===== src/rtl/seg_scan_ctrl_pkg.sv =====
// Shared types and constants for the 7-segment scan controller.
// Scan FSM encoding, segment constants and a width helper.
package seg_pkg;

    typedef enum logic [1:0] {
        IDLE  = 2'd0,
        SHOW  = 2'd1,
        BLANK = 2'd2
    } scan_state_e;

    localparam logic [6:0] SEG_OFF  = 7'b0000000;
    localparam int         NIBBLE_W = 4;

    // Ceiling log2, never below 1 so a one-value counter still has a bit.
    function automatic int clog2(input int value);
        int r;
        r = 1;
        for (int i = 1; i < 31; i++) begin
            if ((1 << i) < value) r = i + 1;
        end
        return r;
    endfunction

endpackage


===== src/rtl/seg_scan_ctrl_hex7seg.sv =====
// Hex nibble to active-high 7-segment pattern (bit0 = a ... bit6 = g).
module hexto7segment
    import seg_pkg::*;
(
    input  logic [NIBBLE_W-1:0] nibble,
    output logic [6:0]          seg
);

    always_comb begin
        seg = SEG_OFF;
        case (nibble)
            4'h0: seg = 7'b0111111;
            4'h1: seg = 7'b0000110;
            4'h2: seg = 7'b1011011;
            4'h3: seg = 7'b1001111;
            4'h4: seg = 7'b1100110;
            4'h5: seg = 7'b1101101;
            4'h6: seg = 7'b1111101;
            4'h7: seg = 7'b0000111;
            4'h8: seg = 7'b1111111;
            4'h9: seg = 7'b1101111;
            4'hA: seg = 7'b1110111;
            4'hB: seg = 7'b1111100;
            4'hC: seg = 7'b0111001;
            4'hD: seg = 7'b1011110;
            4'hE: seg = 7'b1111001;
            4'hF: seg = 7'b1110001;
            default: seg = SEG_OFF;
        endcase
    end

endmodule


===== src/rtl/seg_scan_ctrl.sv =====
// Time-multiplexed scan controller for a common-anode 7-segment display.
// Outputs are registered from next-state values so they align with the state they describe.
module seg_scan_ctrl
    import seg_pkg::*;
#(
    parameter int DIGITS       = 4,
    parameter int SHOW_CYCLES  = 50000,
    parameter int BLANK_CYCLES = 500
) (
    input  logic                         clk,
    input  logic                         rst,
    input  logic                         en,
    input  logic                         wr_en,
    input  logic [NIBBLE_W*DIGITS-1:0]   wr_data,
    input  logic [DIGITS-1:0]            wr_dp,
    input  logic                         lz_blank,
    output logic [6:0]                   seg,
    output logic                         dp,
    output logic [DIGITS-1:0]            an_n,
    output logic                         frame_done
);

    localparam int CNT_MAX = (SHOW_CYCLES > BLANK_CYCLES) ? SHOW_CYCLES : BLANK_CYCLES;
    localparam int CNT_W   = clog2(CNT_MAX);
    localparam int IDX_W   = clog2(DIGITS);
    localparam int DATA_W  = NIBBLE_W * DIGITS;

    localparam logic [CNT_W-1:0] SHOW_LAST  = CNT_W'(SHOW_CYCLES - 1);
    localparam logic [CNT_W-1:0] BLANK_LAST = CNT_W'(BLANK_CYCLES - 1);
    localparam logic [IDX_W-1:0] IDX_LAST   = IDX_W'(DIGITS - 1);

    scan_state_e       state, state_n;
    logic [IDX_W-1:0]  idx, idx_n;
    logic [CNT_W-1:0]  cnt, cnt_n;
    logic [DATA_W-1:0] pend_data, pend_data_n, shad_data, shad_data_n;
    logic [DIGITS-1:0] pend_dp, pend_dp_n, shad_dp, shad_dp_n;
    logic              load, frame_next;

    logic [NIBBLE_W-1:0] nib_sel;
    logic [6:0]          dec_seg;
    logic [DIGITS-1:0]   upper_zero;
    logic                dp_sel, lz_hide, zero_run;
    logic [6:0]          seg_next;
    logic                dp_next;
    logic [DIGITS-1:0]   an_next;

    always_comb begin
        state_n    = state;
        idx_n      = idx;
        cnt_n      = cnt;
        load       = 1'b0;
        frame_next = 1'b0;
        pend_data_n = wr_en ? wr_data : pend_data;
        pend_dp_n   = wr_en ? wr_dp   : pend_dp;

        if (!en) begin
            state_n = IDLE;
            idx_n   = '0;
            cnt_n   = '0;
        end else begin
            case (state)
                IDLE: begin
                    state_n = SHOW;
                    idx_n   = '0;
                    cnt_n   = '0;
                    load    = 1'b1;
                end
                SHOW: begin
                    if (cnt == SHOW_LAST) begin
                        state_n = BLANK;
                        cnt_n   = '0;
                    end else begin
                        cnt_n = cnt + CNT_W'(1);
                    end
                end
                BLANK: begin
                    if (cnt == BLANK_LAST) begin
                        state_n = SHOW;
                        cnt_n   = '0;
                        if (idx == IDX_LAST) begin
                            idx_n      = '0;
                            load       = 1'b1;
                            frame_next = 1'b1;
                        end else begin
                            idx_n = idx + IDX_W'(1);
                        end
                    end else begin
                        cnt_n = cnt + CNT_W'(1);
                    end
                end
                default: begin
                    state_n = IDLE;
                    idx_n   = '0;
                    cnt_n   = '0;
                end
            endcase
        end

        // Loading from the next pending value lets a coincident write land in the new frame.
        shad_data_n = load ? pend_data_n : shad_data;
        shad_dp_n   = load ? pend_dp_n   : shad_dp;
    end

    // Leading-zero detection: upper_zero[i] means nibble i and all above it are zero.
    always_comb begin
        upper_zero = '0;
        zero_run   = 1'b1;
        for (int i = DIGITS - 1; i >= 0; i--) begin
            zero_run      = zero_run & (shad_data_n[i*NIBBLE_W +: NIBBLE_W] == '0);
            upper_zero[i] = zero_run;
        end
    end

    always_comb begin
        nib_sel = '0;
        dp_sel  = 1'b0;
        lz_hide = 1'b0;
        an_next = '1;
        for (int i = 0; i < DIGITS; i++) begin
            if (idx_n == IDX_W'(i)) begin
                nib_sel = shad_data_n[i*NIBBLE_W +: NIBBLE_W];
                dp_sel  = shad_dp_n[i];
                lz_hide = lz_blank && (i != 0) && upper_zero[i];
                if (state_n == SHOW) an_next[i] = 1'b0;
            end
        end
    end

    hexto7segment u_dec (
        .nibble (nib_sel),
        .seg    (dec_seg)
    );

    always_comb begin
        seg_next = SEG_OFF;
        dp_next  = 1'b0;
        if (state_n == SHOW) begin
            seg_next = lz_hide ? SEG_OFF : dec_seg;
            dp_next  = dp_sel;
        end
    end

    always_ff @(posedge clk) begin
        if (rst) begin
            state      <= IDLE;
            idx        <= '0;
            cnt        <= '0;
            pend_data  <= '0;
            pend_dp    <= '0;
            shad_data  <= '0;
            shad_dp    <= '0;
            seg        <= SEG_OFF;
            dp         <= 1'b0;
            an_n       <= '1;
            frame_done <= 1'b0;
        end else begin
            state      <= state_n;
            idx        <= idx_n;
            cnt        <= cnt_n;
            pend_data  <= pend_data_n;
            pend_dp    <= pend_dp_n;
            shad_data  <= shad_data_n;
            shad_dp    <= shad_dp_n;
            seg        <= seg_next;
            dp         <= dp_next;
            an_n       <= an_next;
            frame_done <= frame_next;
        end
    end

endmodule

===== config.mk =====
export PLATFORM = sky130hd
export DESIGN_NAME = seg_scan_ctrl
export DESIGN_NICKNAME = d
export VERILOG_FILES = /design/src/rtl/seg_scan_ctrl_pkg.sv /design/src/rtl/seg_scan_ctrl_hex7seg.sv /design/src/rtl/seg_scan_ctrl.sv
export SDC_FILE = /design/constraint.sdc
export NUM_CORES = 1
export LEC_CHECK = 0
export ABC_AREA = 1
export CAP_MARGIN = 5
export CORE_MARGIN = 2
export CORE_UTILIZATION = 59
export CTS_BUF_LIST = sky130_fd_sc_hd__clkbuf_4
export CTS_CLUSTER_DIAMETER = 60
export DETAILED_ROUTE_END_ITERATION = 6
export HOLD_SLACK_MARGIN = 0.05
export PLACE_DENSITY = 0.86
export SYNTH_ARGS = -nofsm -noshare
export SYNTH_HDL_FRONTEND = slang
export SYNTH_SLANG_ARGS = --single-unit
export TNS_END_PERCENT = 10

===== constraint.sdc =====
create_clock -name clk -period 3.5 [get_ports clk]
set_input_delay 1.05 -clock clk [delete_from_list [all_inputs] [get_ports clk]]
set_output_delay 1.05 -clock clk [all_outputs]
set_load 0.01 [all_outputs]

# Yosys cells after proc, flatten, opt, wreduce, memory -nomap -nowiden
# Memory sizes are Yosys's and may differ from the RTL's. A register that Yosys moved wholly into a read port is not among the register bits.
# Index checks and enable logic that the tools add are counted.
[word_totals]
ff_bits = 66
latch_bits = 0
ramBits = 0
rom_bits = 112
in_bits = 25
output_inout_bits = 13
wordCells = 81
n_memories = 1
[memory_table]
columns = ["name", "words", "width", "rd", "rd_clocked_by_memory_dff", "write_ports", "line", "source"]
rows = [
  ["(no name shown)", 16, 7, 1, 1, 0, "seg_scan_ctrl_hex7seg.sv:11", "case (nibble)"],
]
[classes]
addsub = 2
mul = 0
div = 0
n_lt_le_gt_ge = 0
eq_ne = 9
n_shift = 0
mux = 31
bitwise = 9
n_reduce_logical = 16
[ops]
columns = ["cell", "count"]
rows = [
  ["16-bit 2-to-1 mux", 4],
  ["16-bit case mux with 2 select lines", 1],
  ["4-bit 2-to-1 mux", 6],
  ["16-bit by 1-bit adder with 16-bit output, second input constant", 1],
  ["16-bit equality test, second input constant", 1],
  ["16-bit by 9-bit equality test with 1-bit output, second input constant", 1],
  ["4-bit logical NOT", 3],
  ["2-bit 2-to-1 mux", 6],
  ["2-bit OR reduction", 6],
  ["1-bit 2-to-1 mux", 11],
  ["2-bit equality test, second input constant", 4],
  ["1-bit inverter", 7],
  ["2-bit by 1-bit equality test with 1-bit output, second input constant", 3],
  ["2-bit case mux with 3 select lines", 1],
  ["3-bit OR reduction", 2],
  ["2-bit logical NOT", 2],
  ["2-bit case mux with 2 select lines", 1],
  ["1-bit logical AND", 3],
  ["2-bit by 1-bit adder with 2-bit output, second input constant", 1],
  ["1-bit AND", 2],
  ["1-bit case mux with 2 select lines", 1],
]

# Longest topological paths before layout
# Gate-level depths: netlist (run 1).
[depth]
word_depth = 14
mapped_depth = 22
mapped_depth_nobuf = 21

# By module
# From an unflattened synthesis (run 1), not the netlist that was laid out.
[hier_totals]
cells_unflattened = 460
area_unflattened_um2 = 3554.7
[by_module_without_submodules]
columns = ["module", "n_inst", "cells_each", "area_each_um2", "seq_area_each_um2"]
rows = [
  ["seg_scan_ctrl", 1, 408, 3278.1, 1461.4],
  ["hexto7segment", 1, 52, 276.5, 0.0],
]

# Worst setup path after synthesis (run 1)
# OpenSTA, ideal clock, no wires.
[synth_timing]
kind = "input to register"
from = "input en"
to = "register seg[5]"
setup_ps = 121
arrival_ps = 2757
required_ps = 3379
setup_slack_ps = 622
cell_stages = 16
n_path_buf = 2
cell_sequence = "nand2_1 inv_1 nand4_4 nand2_4 buf_12 buf_4 o21ai_1 o31ai_1 a21oi_1 o21ai_1 inv_1 ha_1 inv_1 nand3_1 nand3_1 a21oi_1"
[synth_via]
elab_chain_len = 10
elab_cells_between_ends = 26
classes_between = "eq/ne: 4; mux: 11; bitwise: 3; reduce/logical: 8"
[synth_lines]
columns = ["element", "line", "source"]
rows = [
  ["start: declaration", "seg_scan_ctrl.sv:12", "input logic en,"],
  ["1-bit 2-to-1 mux", "seg_scan_ctrl.sv:56", "if (!en) begin"],
  ["16-bit 2-to-1 mux", "seg_scan_ctrl.sv:100", "shad_data_n = load ? pend_data_n : shad_data;"],
  ["4-bit logical NOT", "seg_scan_ctrl.sv:109", "zero_run = zero_run & (shad_data_n[i*NIBBLE_W +: NIBBLE_W] == '0);"],
  ["1-bit AND (2 in series)", "seg_scan_ctrl.sv:109", ""],
  ["1-bit logical AND", "seg_scan_ctrl.sv:123", "lz_hide = lz_blank && (i != 0) && upper_zero[i];"],
  ["1-bit 2-to-1 mux (3 in series)", "seg_scan_ctrl.sv:120", "if (idx_n == IDX_W'(i)) begin"],
  ["3-bit OR reduction (no source line)", "--", ""],
  ["end: declaration", "seg_scan_ctrl.sv:17", "output logic [6:0] seg,"],
]
# Several ways; a longest one is shown, not always the timed one.
# A chain may end at the register's enable or synchronous reset.

# Final worst setup path (run 1)
[layout_timing]
from = "input en"
to = "register seg[3]"
# The elaborated chain is that of the path after synthesis.

==> metrics.log, run 1 <==
INFO  metric p_clk_share = 30.7%
INFO  metric ys_async_sr_fraction = 0%
INFO  metric drt-wirelength-per-cell = 12.5 µm
INFO  metric rows = 28
INFO  metric total_leakage_power = 1.92 nW
INFO  metric area_of_the_die = 6810 µm²
INFO  metric power_switching_share = 27.6%
INFO  metric synth_top_family_by_area = simple AND/OR/NAND/NOR gates
INFO  metric yosys-top-cells-count = sky130_fd_sc_hd__nand2_1 (101), sky130_fd_sc_hd__dfxtp_1 (73), sky130_fd_sc_hd__nor2_1 (69)
INFO  metric via_count_of_the_first_global_routing_pass = 2,911
INFO  metric hold_path.startpoint = cnt[0]
INFO  metric r2r_end = seg[3]
INFO  metric report.final.hold_viol_count = 0
INFO  metric worst_setup_hold_path_clk_slew = 0.12 ns
INFO  metric timing.final.setup_violations = 0
INFO  metric critical-path-top-cell-by-count = sky130_fd_sc_hd__nand2_1
INFO  metric postCtsSetupBuffers = 0
INFO  metric finalNonFillerCells = 604
INFO  metric timing.max_cap.violations = 0
INFO  metric drc_marker_count_from_the_first_detailed_route_iteration = 175
INFO  metric total_power = 1.64 mW
INFO  metric synth.area.mux_share = 2.75%
INFO  metric synth.distinct_cells = 44
INFO  metric crit-reg2reg-launch = cnt[0]
INFO  metric comb_power_share = 15.5%
INFO  metric synth-xor-area-share = 1.44%
INFO  metric wl_met1 = 3410 µm
INFO  metric p_sw = 452 µW
INFO  metric yosysMostFrequentCell = sky130_fd_sc_hd__nand2_1
INFO  metric regToRegSetupSlack = 0.68 ns
INFO  metric port_buffers = 37
INFO  metric place_worst_setup_slack = 0.0996 ns
INFO  metric grt_pass1_wl = 12,300 µm
INFO  metric critical-path-slowest-cell = sky130_fd_sc_hd__clkdlybuf4s50_1
INFO  metric synthDominantCellAreaShare = 40.2%
INFO  metric postSynthCellCount = 482
INFO  metric crit_type = input pin to flip-flop
INFO  metric cts-root-to-sink-buffers = 2
INFO  metric cp-end-kind = flip-flop
INFO  metric number_of_buffers_created_by_cts = 9
INFO  metric post_cts_resized = 0
INFO  metric routed_via_density = 5.20
INFO  metric worstSetupStartpoint = en
INFO  metric critical_path.endpoint = seg[3]
INFO  metric area_delta_synth_final = 15.9%
INFO  metric arrival = 3.34 ns
INFO  metric global_route.overflow_total = 0
INFO  metric hold_path.class = flip-flop to flip-flop
INFO  metric post-dp-hpwl = 5650 µm
INFO  metric cp_slowest_stage_delay = 0.53 ns
INFO  metric wl_met3 = 321 µm
INFO  metric finalWorstSetupSlack = 0.508 ns
INFO  metric dp.cells = 589
INFO  metric detail_route.wirelength = 7550 µm
INFO  metric grt_setup_unrepaired = no
INFO  metric type_of_origin_of_the_critical_path = input pin
INFO  metric worstPathMaxFanout = 17
INFO  metric timing.critical_path.required = 3.85 ns
INFO  metric post-route-min-period = 2.99 ns
INFO  metric antenna_cells_inserted = 0
INFO  metric post-route-drc-count = 0
INFO  metric grt_util_all_layers = 23.5%
INFO  metric synth_adder_area_share = 4.47%
INFO  metric worst_hold_slack = 0.479 ns
INFO  metric cells_traversed_along_the_worst_timing_path = clkdlybuf4s50_1 -> nand2_1 -> inv_1 -> nand4_4 -> nand2_4 -> nand2_1 -> nand2_1 -> nand2_1 -> o31ai_1 -> a21oi_1 -> o21ai_1 -> inv_1 -> ha_1 -> nand3_1 -> nand3_1 -> a21oi_1
INFO  metric ys_warn_count = 0
INFO  metric achievable-frequency = 334 MHz
INFO  metric drt_pass1_iterations = 7
INFO  metric synth_simple_gate_area_share = 34.0%
INFO  metric antenna_found_initial = 0
INFO  metric gp_congestion = 0.917
INFO  metric synth-edff-count = 0
INFO  metric timing.final.max_slew_violations = 0
INFO  metric die_h = 82.5 µm
INFO  metric highest-signal-layer = met4
INFO  metric timing.reg2reg.worst_path_depth = 20
INFO  metric synth.net_count = 520
INFO  metric max_slew_margin = 64.7%
INFO  metric cts_tree = done
INFO  metric insertion_delay_to_the_later_sink_of_the_worst_skew_pair = 0.42 ns
INFO  metric synth_seq_cells = 73
INFO  metric min_period_over_period = 85.5%
INFO  metric fp.coreArea = 5960 µm²
INFO  metric pin_count = 38
INFO  metric worst_pin_slew = 0.530 ns
INFO  metric initial_utilization = 61.1%
INFO  metric pin_count_of_the_biggest_net_entering_global_routing = 42
INFO  metric ys_seq_area_share = 40.2%
INFO  metric internal_power = 1.19 mW
INFO  metric wl_met2 = 3720 µm
INFO  metric synth_compound_area_share = 8.77%
INFO  metric ys_dominant_reg_cell = sky130_fd_sc_hd__dfxtp_1
INFO  metric ant_nets = 0
INFO  metric power_per_cell_area = 389 nW/µm²
INFO  metric htreeDepth = 3
INFO  metric post_synth_main_area_contributors = sky130_fd_sc_hd__dfxtp_1 (40%), sky130_fd_sc_hd__nand2_1 (10%), sky130_fd_sc_hd__nor2_1 (7.1%), sky130_fd_sc_hd__inv_1 (5.2%), sky130_fd_sc_hd__nand3_1 (4.8%)
INFO  metric mappedNetlistArea = 3640 µm²
INFO  metric postSynthAreaPerCell = 7.55 µm²
INFO  metric ir_worst_vdd = 0.332 mV
INFO  metric status = complete, no violations
INFO  metric synth_area_leader_cell = sky130_fd_sc_hd__dfxtp_1
INFO  metric drive_gt1_share = 12.9%
INFO  metric timing.setup.tns = 0 ns
INFO  metric clock-skew-final = 0.0122 ns
INFO  metric cts_num_sinks = 73
INFO  metric vias = 3,143
INFO  metric die_width = 82.5 µm
INFO  metric sequentialPowerShare = 53.7%
INFO  metric finish.net_count = 563
INFO  metric root_buffer_master = sky130_fd_sc_hd__clkbuf_4
INFO  metric ctsHoldBuffers = 0
[metrics by stage]
stage,area (µm²),util [%]
floorplan,3640,-
global placement,4090,68.6
detailed placement,4090,68.6
CTS,4220,70.8
global route,4220,70.8
finish,4220,70.8
[power by group through the flow]
stage | registers [mW] | clock network [mW] | logic, mW
after floorplan | 0.900 | 0 | 0.169
after global placement | 0.898 | 0 | 0.245
after CTS | 0.881 | 0.513 | 0.254
after detailed placement | 0.900 | 0 | 0.251
final | 0.881 | 0.504 | 0.255
after global routing | 0.885 | 0.542 | 0.286
[worst max-delay path, delay by kind of cell]
family | cells | cell delay, ns
adder cells (fa/ha/maj) | 1 | 0.22
AND/OR/NAND/NOR | 8 | 0.82
buffers and inverters | 3 | 0.78
AO/OA/AOI/OAI | 4 | 0.45
[kinds of logic after synthesis]
logic type,after synthesis
adder cells (fa/ha/maj),13
multiplexers,10
buffers and inverters,70
flip-flops,73
AO/OA/AOI/OAI,53
XOR/XNOR,6
AND/OR/NAND/NOR,257
[layout by cell type, fill, tap and decap left out, types with 3 or more instances in the layout]
cell type / synthesis / layout
sky130_fd_sc_hd__o21ai_0: 18 / 18
sky130_fd_sc_hd__nand2_1: 101 / 101
sky130_fd_sc_hd__nor2_1: 69 / 69
sky130_fd_sc_hd__nand2_2: 11 / 11
sky130_fd_sc_hd__nand2_4: 4 / 4
sky130_fd_sc_hd__a211oi_1: 3 / 3
sky130_fd_sc_hd__nor3_1: 9 / 9
sky130_fd_sc_hd__ha_1: 13 / 13
sky130_fd_sc_hd__clkdlybuf4s50_1: 0 / 37
sky130_fd_sc_hd__nand3_2: 8 / 8
sky130_fd_sc_hd__a21oi_1: 20 / 20
sky130_fd_sc_hd__o21ai_1: 3 / 3
sky130_fd_sc_hd__inv_2: 5 / 5
sky130_fd_sc_hd__nand4_1: 3 / 3
sky130_fd_sc_hd__dfxtp_1: 73 / 73
sky130_fd_sc_hd__clkbuf_4: 0 / 9
sky130_fd_sc_hd__nor2_2: 4 / 4
sky130_fd_sc_hd__xor2_1: 4 / 4
sky130_fd_sc_hd__inv_1: 50 / 50
sky130_fd_sc_hd__nand3_1: 35 / 35
sky130_fd_sc_hd__nor2_4: 3 / 3
sky130_fd_sc_hd__buf_4: 2 / 8
sky130_fd_sc_hd__mux2i_1: 10 / 10
[worst min path at each step]
| stage | endpoint | cells after the start |
|---|---|---|
| floorplan | cnt[0] | 1 |
| global placement | cnt[0] | 1 |
| detailed placement | shad_data[9] | 2 |
| CTS | shad_data[8] | 2 |
| global route | shad_data[8] | 2 |
| finish | cnt[0] | 1 |
[registers in the layout, indices dropped and copies added (netlist names)]
register,flops
state,2
pend_dp,4
frame_done,1
shad_dp,4
an_n,4
dp,1
shad_data,16
idx,2
seg,7
cnt,16
pend_data,16
[layer usage]
layer,vias to the layer above,track usage (%)
met5,-,0
met4,0,9.18
met3,10,5.22
met2,88,41.9
met1,1417,27.4
li1,1628,-
[area by class of cell]
cell class / instances / area (µm²)
inverters: 56 / 210
clock buffers: 9 / 67.6
flip-flops and latches: 73 / 1460
fillers: 492 / 1740
repair buffers: 46 / 450
well taps: 75 / 93.8
clock inverters: 6 / 60.1
multi-input cells: 339 / 1870
Note: power is estimated with default switching activity, not from simulation.
==> run 2, diff against run 1 <==
GPL_ROUTABILITY_DRIVEN = 0   (was not set)
==> results of run 2 <==
No change in the layout: final DEF, timing and power equal those of run 1.
